### config.mk
export PLATFORM = sky130hd
export DESIGN_NAME = scene_renderer
export DESIGN_NICKNAME = d
export VERILOG_FILES = /design/src/rtl/scene_renderer.sv
export SDC_FILE = /design/constraint.sdc
export NUM_CORES = 1
export LEC_CHECK = 0
export ABC_AREA = 0
export CAP_MARGIN = 20
export CORE_ASPECT_RATIO = 0.9
export CORE_MARGIN = 4
export CORE_UTILIZATION = 57
export DETAILED_ROUTE_END_ITERATION = 7
export PLACE_DENSITY = 0.89
export SYNTH_ARGS = -nofsm -noshare
export SYNTH_HDL_FRONTEND = slang
export SYNTH_SLANG_ARGS = --single-unit
### constraint.sdc
create_clock -name CLK -period 4.2 [get_ports CLK]
set_input_delay 1.26 -clock CLK [delete_from_list [all_inputs] [get_ports CLK]]
set_output_delay 1.26 -clock CLK [all_outputs]
set_load 0.05 [all_outputs]
### src/rtl/scene_renderer.sv
// VGA 640x480@60 scene renderer: sync generation, per-frame input snapshot and
// a prioritised ball/paddle/block/border colour mux, all outputs one pixel late.
module scene_renderer #(
   parameter int PIX_DIV    = 2,
   parameter int BLOCK_COLS = 12,
   parameter int BLOCK_ROWS = 6,
   parameter int BLOCK_LEFT = 32,
   parameter int BLOCK_W    = 48,
   parameter int BLOCK_TOP  = 48,
   parameter int BLOCK_H    = 16,
   parameter int PADDLE_Y   = 448,
   parameter int PADDLE_W   = 64,
   parameter int PADDLE_H   = 8,
   parameter int BALL_SIZE  = 8
) (
   input  logic                               CLK,
   input  logic                               RESET_N,
   input  logic [9:0]                         PADDLE_X_PIXEL,
   input  logic [9:0]                         BALL_X_PIXEL,
   input  logic [9:0]                         BALL_Y_PIXEL,
   input  logic [BLOCK_COLS*BLOCK_ROWS-1:0]   BLOCK_STATE,
   output logic                               FRAME_RENDERED,
   output logic                               VGA_HSYNC,
   output logic                               VGA_VSYNC,
   output logic [7:0]                         VGA_RGB
);

   localparam int H_VIS    = 640;
   localparam int H_SYNC_S = 656;
   localparam int H_SYNC_E = 752;
   localparam int H_TOT    = 800;
   localparam int V_VIS    = 480;
   localparam int V_SYNC_S = 490;
   localparam int V_SYNC_E = 492;
   localparam int V_TOT    = 525;
   localparam int NBLK     = BLOCK_COLS * BLOCK_ROWS;
   localparam int GRID_R   = BLOCK_LEFT + BLOCK_COLS * BLOCK_W;
   localparam int GRID_B   = BLOCK_TOP + BLOCK_ROWS * BLOCK_H;
   localparam int DW       = (PIX_DIV > 1) ? $clog2(PIX_DIV) : 1;
   localparam int XOW      = (BLOCK_W > 1) ? $clog2(BLOCK_W) : 1;
   localparam int YOW      = (BLOCK_H > 1) ? $clog2(BLOCK_H) : 1;
   localparam int IW       = (NBLK > 1) ? $clog2(NBLK) : 1;

   logic [DW-1:0]   div;
   logic            pe;
   logic [9:0]      h, v, h_nx, v_nx;
   logic            h_last, v_last;
   logic [9:0]      col, row;
   logic [XOW-1:0]  xo;
   logic [YOW-1:0]  yo;
   logic [9:0]      px_s, bx_s, by_s;
   logic [NBLK-1:0] blk_s;
   logic [10:0]     x, y;
   logic            in_ball, in_paddle, in_grid, in_border, blk_on, visible;
   logic [IW-1:0]   idx;
   logic [7:0]      row_colour, colour;

   assign pe     = (div == DW'(PIX_DIV - 1));
   assign h_last = (h == 10'(H_TOT - 1));
   assign v_last = (v == 10'(V_TOT - 1));
   assign h_nx   = h_last ? '0 : h + 10'd1;
   assign v_nx   = v_last ? '0 : v + 10'd1;

   always_ff @(posedge CLK or negedge RESET_N) begin
      if (!RESET_N)  div <= '0;
      else if (pe)   div <= '0;
      else           div <= div + DW'(1);
   end

   always_ff @(posedge CLK or negedge RESET_N) begin
      if (!RESET_N) begin
         h <= '0;
         v <= '0;
      end else if (pe) begin
         h <= h_nx;
         if (h_last) v <= v_nx;
      end
   end

   // Cell counters are re-seeded one pixel before the grid edge so that col/xo
   // and row/yo always describe the (h,v) currently held in the counters.
   always_ff @(posedge CLK or negedge RESET_N) begin
      if (!RESET_N) begin
         col <= '0;
         xo  <= '0;
         row <= '0;
         yo  <= '0;
      end else if (pe) begin
         if (h_nx == 10'(BLOCK_LEFT)) begin
            col <= '0;
            xo  <= '0;
         end else if (xo == XOW'(BLOCK_W - 1)) begin
            col <= col + 10'd1;
            xo  <= '0;
         end else begin
            xo  <= xo + XOW'(1);
         end
         if (h_last) begin
            if (v_nx == 10'(BLOCK_TOP)) begin
               row <= '0;
               yo  <= '0;
            end else if (yo == YOW'(BLOCK_H - 1)) begin
               row <= row + 10'd1;
               yo  <= '0;
            end else begin
               yo  <= yo + YOW'(1);
            end
         end
      end
   end

   always_ff @(posedge CLK or negedge RESET_N) begin
      if (!RESET_N) begin
         px_s  <= '0;
         bx_s  <= '0;
         by_s  <= '0;
         blk_s <= '0;
      end else if (pe && h_last && v_last) begin
         px_s  <= PADDLE_X_PIXEL;
         bx_s  <= BALL_X_PIXEL;
         by_s  <= BALL_Y_PIXEL;
         blk_s <= BLOCK_STATE;
      end
   end

   always_comb begin
      x         = {1'b0, h};
      y         = {1'b0, v};
      visible   = (h < 10'(H_VIS)) && (v < 10'(V_VIS));
      in_ball   = (x >= {1'b0, bx_s}) && (x < {1'b0, bx_s} + 11'(BALL_SIZE)) &&
                  (y >= {1'b0, by_s}) && (y < {1'b0, by_s} + 11'(BALL_SIZE));
      in_paddle = (x >= {1'b0, px_s}) && (x < {1'b0, px_s} + 11'(PADDLE_W)) &&
                  (y >= 11'(PADDLE_Y)) && (y < 11'(PADDLE_Y + PADDLE_H));
      in_grid   = (x >= 11'(BLOCK_LEFT)) && (x < 11'(GRID_R)) &&
                  (y >= 11'(BLOCK_TOP)) && (y < 11'(GRID_B));
      in_border = (x < 11'd8) || (x >= 11'(H_VIS - 8)) || (y < 11'd8);
      idx       = IW'(int'(row) * BLOCK_COLS + int'(col));
      blk_on    = in_grid && blk_s[idx] && (xo != '0) && (yo != '0);
      case (row)
         10'd0:   row_colour = 8'hE0;
         10'd1:   row_colour = 8'hEC;
         10'd2:   row_colour = 8'hFC;
         10'd3:   row_colour = 8'h1C;
         10'd4:   row_colour = 8'h03;
         10'd5:   row_colour = 8'hE3;
         default: row_colour = 8'h00;
      endcase
      colour = 8'h00;
      if (in_ball)        colour = 8'hFF;
      else if (in_paddle) colour = 8'h1F;
      else if (blk_on)    colour = row_colour;
      else if (in_border) colour = 8'h92;
   end

   always_ff @(posedge CLK or negedge RESET_N) begin
      if (!RESET_N) begin
         VGA_HSYNC      <= 1'b1;
         VGA_VSYNC      <= 1'b1;
         VGA_RGB        <= '0;
         FRAME_RENDERED <= 1'b0;
      end else begin
         FRAME_RENDERED <= pe && (h == 10'(H_VIS - 1)) && (v == 10'(V_VIS - 1));
         if (pe) begin
            VGA_HSYNC <= !((h >= 10'(H_SYNC_S)) && (h < 10'(H_SYNC_E)));
            VGA_VSYNC <= !((v >= 10'(V_SYNC_S)) && (v < 10'(V_SYNC_E)));
            VGA_RGB   <= visible ? colour : 8'h00;
         end
      end
   end

endmodule

==> results.txt, run 1 <==
----------------------------------------------------
[Run status]
  Result of the run ... completed

[Setup path]
  Setup crit end kind ... flip-flop
  R2r endpoint ... VGA_RGB[6]
  Worst R2R Setup Slack ... 0.55 ns
  Family with the most delay on the worst path ... adder cells
  Data arrival time of the worst path ... 4.00 ns
  Worst EP required ... 4.55 ns
  Buffering stage count on the worst path with inverters included ... 2
  Category of the worst setup path launch point ... flip-flop
  WS Path Type ... flip-flop to flip-flop
  Master of the slowest instance on the critical path ... or4_1
  Max FO, Critical Path ... 6
  FF-to-FF path depth ... 11
  Start of the worst register-to-register path ... row[0]
  Longest individual stage delay on the worst path ... 0.54 ns
  Ordered list of cells on the worst path ... ha_1, inv_1, fa_1, inv_1, ha_1, xnor2_1, a2111oi_0, or4_1, a31oi_1, nand3_1, o221ai_1

[Power and ir drop]
  Total leakage power ... 5.27 nW
  Peak VDD IR ... 0.000316 V
  Power Dens Cells ... 283 mW/mm^2

[GRT]
  Number of antenna violations at the first check in global routing ... 0
  Maximum number of pins on one net before global-route repair ... 69
  Via count of the first global-routing pass ... 7706
  Global-route wire length before repair ... 37.7 mm
  Overall routing resource usage ... 25.2%
  Grt total ovfl ... 0

[Timing]
  Final Hold Violating Endpoints ... 0
  Final critical-path share of the clock period ... 86.8%
  Min Hold Slack ... 0.491 ns
  Largest clock skew in the final design ... 0.0188 ns
  Number of setup violations in the final report ... 0
  Highest attainable clock frequency ... 274 MHz
  TNS Setup ... 0 ns
  Minimum clock period ... 3.65 ns
  Number of pins exceeding their max-slew limit in the final report ... 0
  Slew at the pin closest to its max-slew limit ... 0.763 ns
  Headroom to the max-slew limit ... 49.1%
  Setup repair after global routing missed its margin ... false

[Placement]
  Routability-driven placement congestion ratio ... 0.897
  Port Buf Inserts ... 114
  HPWL Detailed ... 16.2 mm
  Placement Cell Area ... 0.0109 mm^2

[Synth]
  Async set-or-reset flop fraction in the synthesized netlist ... 100%
  Number of synthesized register bits ... 159
  Warnings from Yosys ... 0
  Cells after synthesis ... 913
  Mean area per synthesized cell ... 10.4 um^2
  Number of enable flip-flop cells after synthesis ... 0
  Count of cell types in the netlist ... 73
  Net count after synthesis ... 1094
  Mapped cell area ... 0.00954 mm^2
  Commonest register cell after synthesis ... dfrtp_1
  Sequential cell area fraction in the yosys report ... 41.7%

[Routing]
  Iteration-0 DRC count of the detailed router ... 534
  Routed wire length per instance ... 18.8 um
  Residual DRC count ... 0
  First-pass iteration count of the detailed router ... 5
  Vias per cell ... 6.14
  Count of antenna-violating nets left after detailed routing ... 0
  Vias after detailed routing ... 7566
  Overall routed net length ... 23.1 mm

[Floorplanning]
  Die ar. ... 0.0189 mm^2
  Area of the core region ... 0.0163 mm^2
  Total number of placement rows ... 44
  DIE WIDTH ... 144 um
  Starting utilization of the core area ... 58.5%
  Count of pins on the block boundary ... 115
  Die Height ... 131 um

[Clock network]
  Maximum buffer depth of the clock tree ... 2
  Cts hold-fix bufs ... 0
  Clk root buf ... clkbuf_16
  Clk slew on worst S/H paths ... 0.08 ns
  Post CTS Setup Buffer Count ... 0
  Clock latency at the later pin of the worst-skew pair ... 0.45 ns
  CTS H-tree depth ... 4
  Number of instances resized during post-cts repair ... 0
  TritonCTS clock tree ... done
  TritonCTS buffer count ... 17
  Clock tree sinks ... 159

[Flow run]
  # Max-Cap Violations ... 0

[Min path]
  Worst Hold Depth ... 1
  Hold Startpoint ... blk_s[23]
  Worst hold-check path type ... flip-flop to flip-flop
  Min-Delay Endpoint ... blk_s[23]

[Cells and area]
  Area overhead of the layout relative to synthesis ... 20.5%
  Post-route cell area ... 0.0115 mm^2
  Diodes inserted ... 0
  Fillers ... 1099
  Fraction of the core area covered by cells at the end of the flow ... 70.5%
  Post-layout nets ... 1193
  Fraction of final layout cells sized beyond drive strength 1 ... 12.9%

----------------------------------------------------
[Yosys cell counts, drive strengths merged, types with 3 or more instances]
library cell | instances | area, um^2
a2111oi | 13 | 115
a211o | 3 | 26.3
a211oi | 5 | 37.5
a21boi | 3 | 22.5
a21o | 7 | 52.6
a21oi | 33 | 165
a22o | 3 | 26.3
a31oi | 9 | 62.6
and2 | 5 | 31.3
and3 | 12 | 75.1
buf | 21 | 110
clkbuf | 24 | 90.1
dfrtp | 157 | 3930
ha | 75 | 938
inv | 63 | 236
mux2 | 78 | 878
mux2i | 3 | 30.0
mux4 | 18 | 405
nand2 | 64 | 240
nand2b | 9 | 56.3
nand3 | 32 | 165
nand4 | 14 | 87.6
nand4b | 3 | 41.3
nor2 | 45 | 169
nor2b | 12 | 75.1
nor3 | 17 | 85.1
nor4 | 10 | 90.1
nor4b | 3 | 32.5
o211ai | 6 | 45.0
o21a | 5 | 37.5
o21ai | 67 | 335
o22ai | 4 | 25.0
o31ai | 8 | 60.1
or3 | 8 | 60.1
or4 | 7 | 52.6
xnor2 | 32 | 288
xor2 | 5 | 43.8
[per-layer routing]
| metal | vias to the layer above | part of all wire, % | GRT usage, % |
|---|---|---|---|
| met1 | 3680 | 40 | 30.9 |
| met3 | 57 | 7.4 | 6.44 |
| met5 | - | 0 | 0 |
| met2 | 309 | 50 | 43.3 |
| met4 | 0 | 2.8 | 9.49 |
| li1 | 3520 | - | - |
[metrics by stage]
stage                     std cells  worst slack (ns)  power (mW)
after floorplan                 913              1.09        1.56
after global placement         1200             0.832        1.69
after detailed placement       1200             0.673        1.69
after CTS                      1232             0.592        3.28
after global routing           1232             0.212        3.36
final                          1232             0.552        3.26
[layout make-up]
type / instances / area, um^2 / area share, %
well taps: 207 / 259 / 2.25
clock inverters: 15 / 200 / 1.74
multi-input cells: 646 / 5130 / 44.6
inverters: 63 / 236 / 2.06
flip-flops and latches: 159 / 3980 / 34.6
repair buffers: 125 / 1260 / 11.0
clock buffers: 17 / 425 / 3.70
[logic make-up after synthesis]
family,Yosys count,synth area share [%]
DFF,159,41.7
buffers and inverters,108,4.58
xor gates and xnor gates,37,3.48
adders and majority gates,77,10.3
and+or+nand+nor,252,14.2
AOI/OAI and AO/OA,181,12.0
muxes,99,13.8
[where the power goes]
part	switching, mW	internal (mW)
combinational	0.0448	0.0863
clock	0.775	0.820
sequential	0	1.53
[how the worst max path moves through the flow]
stage,to,slack (ns),cells past startpoint,startpoint
after floorplan,VGA_RGB[4],1.09,11,row[0]
after global placement,VGA_RGB[0],0.83,11,row[0]
after detailed placement,VGA_RGB[0],0.67,11,row[0]
after CTS,VGA_RGB[1],0.59,11,row[0]
after global routing,VGA_RGB[0],0.21,11,row[0]
final,VGA_RGB[6],0.55,11,row[0]
[placed cells by master (no fill, tap or decap), types with 14 or more instances in the layout]
| master | synthesis | routed |
|---|---|---|
| inv_1 | 62 | 62 |
| mux2_2 | 51 | 51 |
| a21oi_1 | 33 | 33 |
| nand3_1 | 31 | 31 |
| dfrtp_1 | 157 | 157 |
| clkdlybuf4s50_1 | 0 | 113 |
| mux2_1 | 27 | 27 |
| nor2_1 | 45 | 44 |
| nor3_1 | 17 | 17 |
| mux4_2 | 18 | 18 |
| o21ai_0 | 58 | 58 |
| nand4_1 | 14 | 14 |
| xnor2_1 | 31 | 31 |
| ha_1 | 75 | 75 |
| clkbuf_16 | 0 | 17 |
| nand2_1 | 64 | 64 |
[registers in the layout (all words and copies together) (netlist names), 4 cells and up]
register and cells:
blk_s 72, bx_s 10, by_s 10, h 10
px_s 10, row 10, v 10, col 7
VGA_RGB 6, xo 6, yo 4
No activity file was read; power rests on OpenSTA's default activity.
==> run 2: changes to the inputs <==
--- a/config.mk
+++ b/config.mk
@@ -6,9 +6,8 @@
 export NUM_CORES = 1
 export LEC_CHECK = 0
 export ABC_AREA = 0
-export CAP_MARGIN = 20
+export CAP_MARGIN = 40
 export CORE_ASPECT_RATIO = 0.9
-export CORE_MARGIN = 4
 export CORE_UTILIZATION = 57
 export DETAILED_ROUTE_END_ITERATION = 7
 export PLACE_DENSITY = 0.89
==> run 2 against run 1 <==
Net effect:
- the flow now finishes with violations (DRC)
- sequential power hardly changed
- wire length down 2.3%
- first-iteration DRC count rose by 19%
- final cell count barely moved
- non-clock buffer count fell by 1
- global-route usage is 2.4 points higher
==> results.txt, run 2 (synthesis results as in run 1) <==
----------------------------------------------------
[Run status]
  Result of the run ... finished, violations left
  Violations in the final reports ... DRC

[Floorplanning]
  Starting utilization of the core area ... 58.7% (+0.20 points)
  Area of the core region ... 0.0162 mm^2 (-0.34%)
  DIE WIDTH ... 138 um (-4.2%)
  Count of pins on the block boundary ... 115 (unchanged)
  Total number of placement rows ... 44 (unchanged)
  Die Height ... 125 um (-4.6%)
  Die ar. ... 0.0173 mm^2 (-8.6%)

[GRT]
  Grt total ovfl ... 0 (unchanged)
  Via count of the first global-routing pass ... 7725 (+0.25%)
  Global-route wire length before repair ... 37.6 mm (-0.22%)
  Maximum number of pins on one net before global-route repair ... 73 (+5.8%)
  Number of antenna violations at the first check in global routing ... 0 (unchanged)
  Overall routing resource usage ... 27.6% (+2.4 points)

[Routing]
  Residual DRC count ... 14 (+14)
  Iteration-0 DRC count of the detailed router ... 638 (+19%)
  Count of antenna-violating nets left after detailed routing ... 0 (unchanged)
  Vias after detailed routing ... 7490 (-1.0%)
  Vias per cell ... 6.08 (-0.92%)
  Routed wire length per instance ... 18.3 um (-2.3%)
  First-pass iteration count of the detailed router ... 7 (+2)
  Overall routed net length ... 22.6 mm (-2.3%)

[Placement]
  HPWL Detailed ... 15.6 mm (-3.1%)
  Port Buf Inserts ... 114 (unchanged)
  Routability-driven placement congestion ratio ... 0.916 (+2.1%)

[Setup path]
  Worst EP required ... 4.55 ns (about the same)
  Category of the worst setup path launch point ... flip-flop
  R2r endpoint ... VGA_RGB[4]
  Worst R2R Setup Slack ... 0.50 ns (-0.06 ns)
  Setup crit end kind ... flip-flop
  Master of the slowest instance on the critical path ... or4_1
  Ordered list of cells on the worst path ... ha_1, inv_1, fa_1, inv_1, ha_1, xnor2_1, a2111oi_0, or4_1, a31oi_1, nand3_1, a41oi_1
  Longest individual stage delay on the worst path ... 0.52 ns (-0.02 ns)
  WS Path Type ... flip-flop to flip-flop
  Max FO, Critical Path ... 6 (unchanged)
  FF-to-FF path depth ... 11 (unchanged)
  Start of the worst register-to-register path ... row[0]
  Data arrival time of the worst path ... 4.06 ns (+0.06 ns)

[Min path]
  Worst Hold Depth ... 1 (unchanged)
  Min-Delay Endpoint ... blk_s[22]
  Worst hold-check path type ... flip-flop to flip-flop
  Hold Startpoint ... blk_s[22]

[Cells and area]
  Diodes inserted ... 0 (unchanged)
  Biggest register ... blk_s
  Most common cell after layout, fill and taps aside ... dfrtp_1
  Max reg flops ... 72 (unchanged)
  Fraction of final layout cells sized beyond drive strength 1 ... 12.8% (-0.085 points)
  Area overhead of the layout relative to synthesis ... 20.2%
  Post-layout nets ... 1192 (-0.084%)
  Most used cells in the layout excluding fill and tap cells ... 157 x dfrtp_1, 113 x clkdlybuf4s50_1, 75 x ha_1, 64 x nand2_1, 62 x inv_1

[Timing]
  Minimum clock period ... 3.70 ns (+0.0570 ns)
  Largest clock skew in the final design ... 0.00779 ns (-0.0110 ns)
  Highest attainable clock frequency ... 270 MHz (-1.5%)
  Setup repair after global routing missed its margin ... false
  Slew at the pin closest to its max-slew limit ... 0.909 ns (+0.146 ns)
  Headroom to the max-slew limit ... 39.4% (-9.7 points)
  Min Hold Slack ... 0.484 ns (-0.00632 ns)
  Number of setup violations in the final report ... 0 (unchanged)
  Number of pins exceeding their max-slew limit in the final report ... 0 (unchanged)
  Final critical-path share of the clock period ... 88.2% (+1.4 points)
  Final Hold Violating Endpoints ... 0 (unchanged)
  TNS Setup ... 0 ns (unchanged)

[Power and ir drop]
  Power Dens Cells ... 285 mW/mm^2 (+0.74%)
  Peak VDD IR ... 0.000320 V (+1.2%)
  Total leakage power ... 5.26 nW (-0.23%)

[Clock network]
  Number of instances resized during post-cts repair ... 0 (unchanged)
  TritonCTS buffer count ... 17 (unchanged)
  CTS H-tree depth ... 4 (unchanged)
  Clock latency at the later pin of the worst-skew pair ... 0.44 ns (about the same)
  Clock tree sinks ... 159 (unchanged)
  Cts hold-fix bufs ... 0 (unchanged)
  TritonCTS clock tree ... done
  Post CTS Setup Buffer Count ... 0 (unchanged)
  Clk slew on worst S/H paths ... 0.07 ns (about the same)
  Maximum buffer depth of the clock tree ... 2 (unchanged)
  Clk root buf ... clkbuf_16

[Flow run]
  # Max-Cap Violations ... 0 (unchanged)

----------------------------------------------------
## run 2: worst max-delay path, delay by kind of cell (launching register included)
kind,cells,cell delay [ns]
simple gates,2,0.65
xor+xnor,1,0.41
buf+inv,2,0.17
fa+ha+maj,3,1.16
flops,1,0.49
compound gates,3,0.75
## run 2: cell type report
| type | count | area, um^2 |
|---|---|---|
| multi-input combinational | 646 | 5130 |
| fill | 1096 | 4770 |
| sequential | 159 | 3980 |
| timing repair buffer | 124 | 1240 |
| clock buffer | 17 | 425 |
| tap | 207 | 259 |
| inverter | 63 | 236 |
| clock inverter | 15 | 193 |
## run 2: per-layer routing
metal  vias to the layer above  GRT usage [%]  wire length (um)
met5                         -              0                 0
met4                         0           13.7               836
met3                        71           6.27              1410
met2                       285           45.9             10900
met1                      3618           34.0              9380
li1                       3516              -                 -
## run 2: worst max-delay path by stage
| stage | cells past startpoint | end | slack, ns | start |
|---|---|---|---|---|
| 6_report | 11 | VGA_RGB[4] | 0.50 | row[0] |
| 5_1_grt | 11 | VGA_RGB[0] | 0.23 | row[0] |
| 4_1_cts | 11 | VGA_RGB[0] | 0.56 | row[0] |
| 3_5_place_dp | 11 | VGA_RGB[0] | 0.62 | row[0] |
| 3_3_place_gp | 11 | VGA_RGB[4] | 0.84 | row[0] |
| 2_1_floorplan | 11 | VGA_RGB[4] | 1.09 | row[0] |
## run 2: report_power, final
| group | internal, mW | leakage, nW | switching, mW | total [mW] |
|---|---|---|---|---|
| Clock | 0.859 | 0.295 | 0.751 | 1.61 |
| Sequential | 1.53 | 2.03 | 0 | 1.53 |
| Combinational | 0.0865 | 2.93 | 0.0459 | 0.132 |
## run 2: through the flow
stage                     util (%)  setup slack [ns]  power (mW)  cell area [um^2]  cells
after detailed placement      66.8             0.616        1.69             10800   1199
after floorplan                  -              1.09        1.56              9540    913
after global placement        66.8             0.840        1.69             10800   1199
final                         70.6             0.495        3.27             11500   1231
after global routing          70.6             0.231        3.36             11500   1231
after CTS                     70.6             0.556        3.28             11500   1231
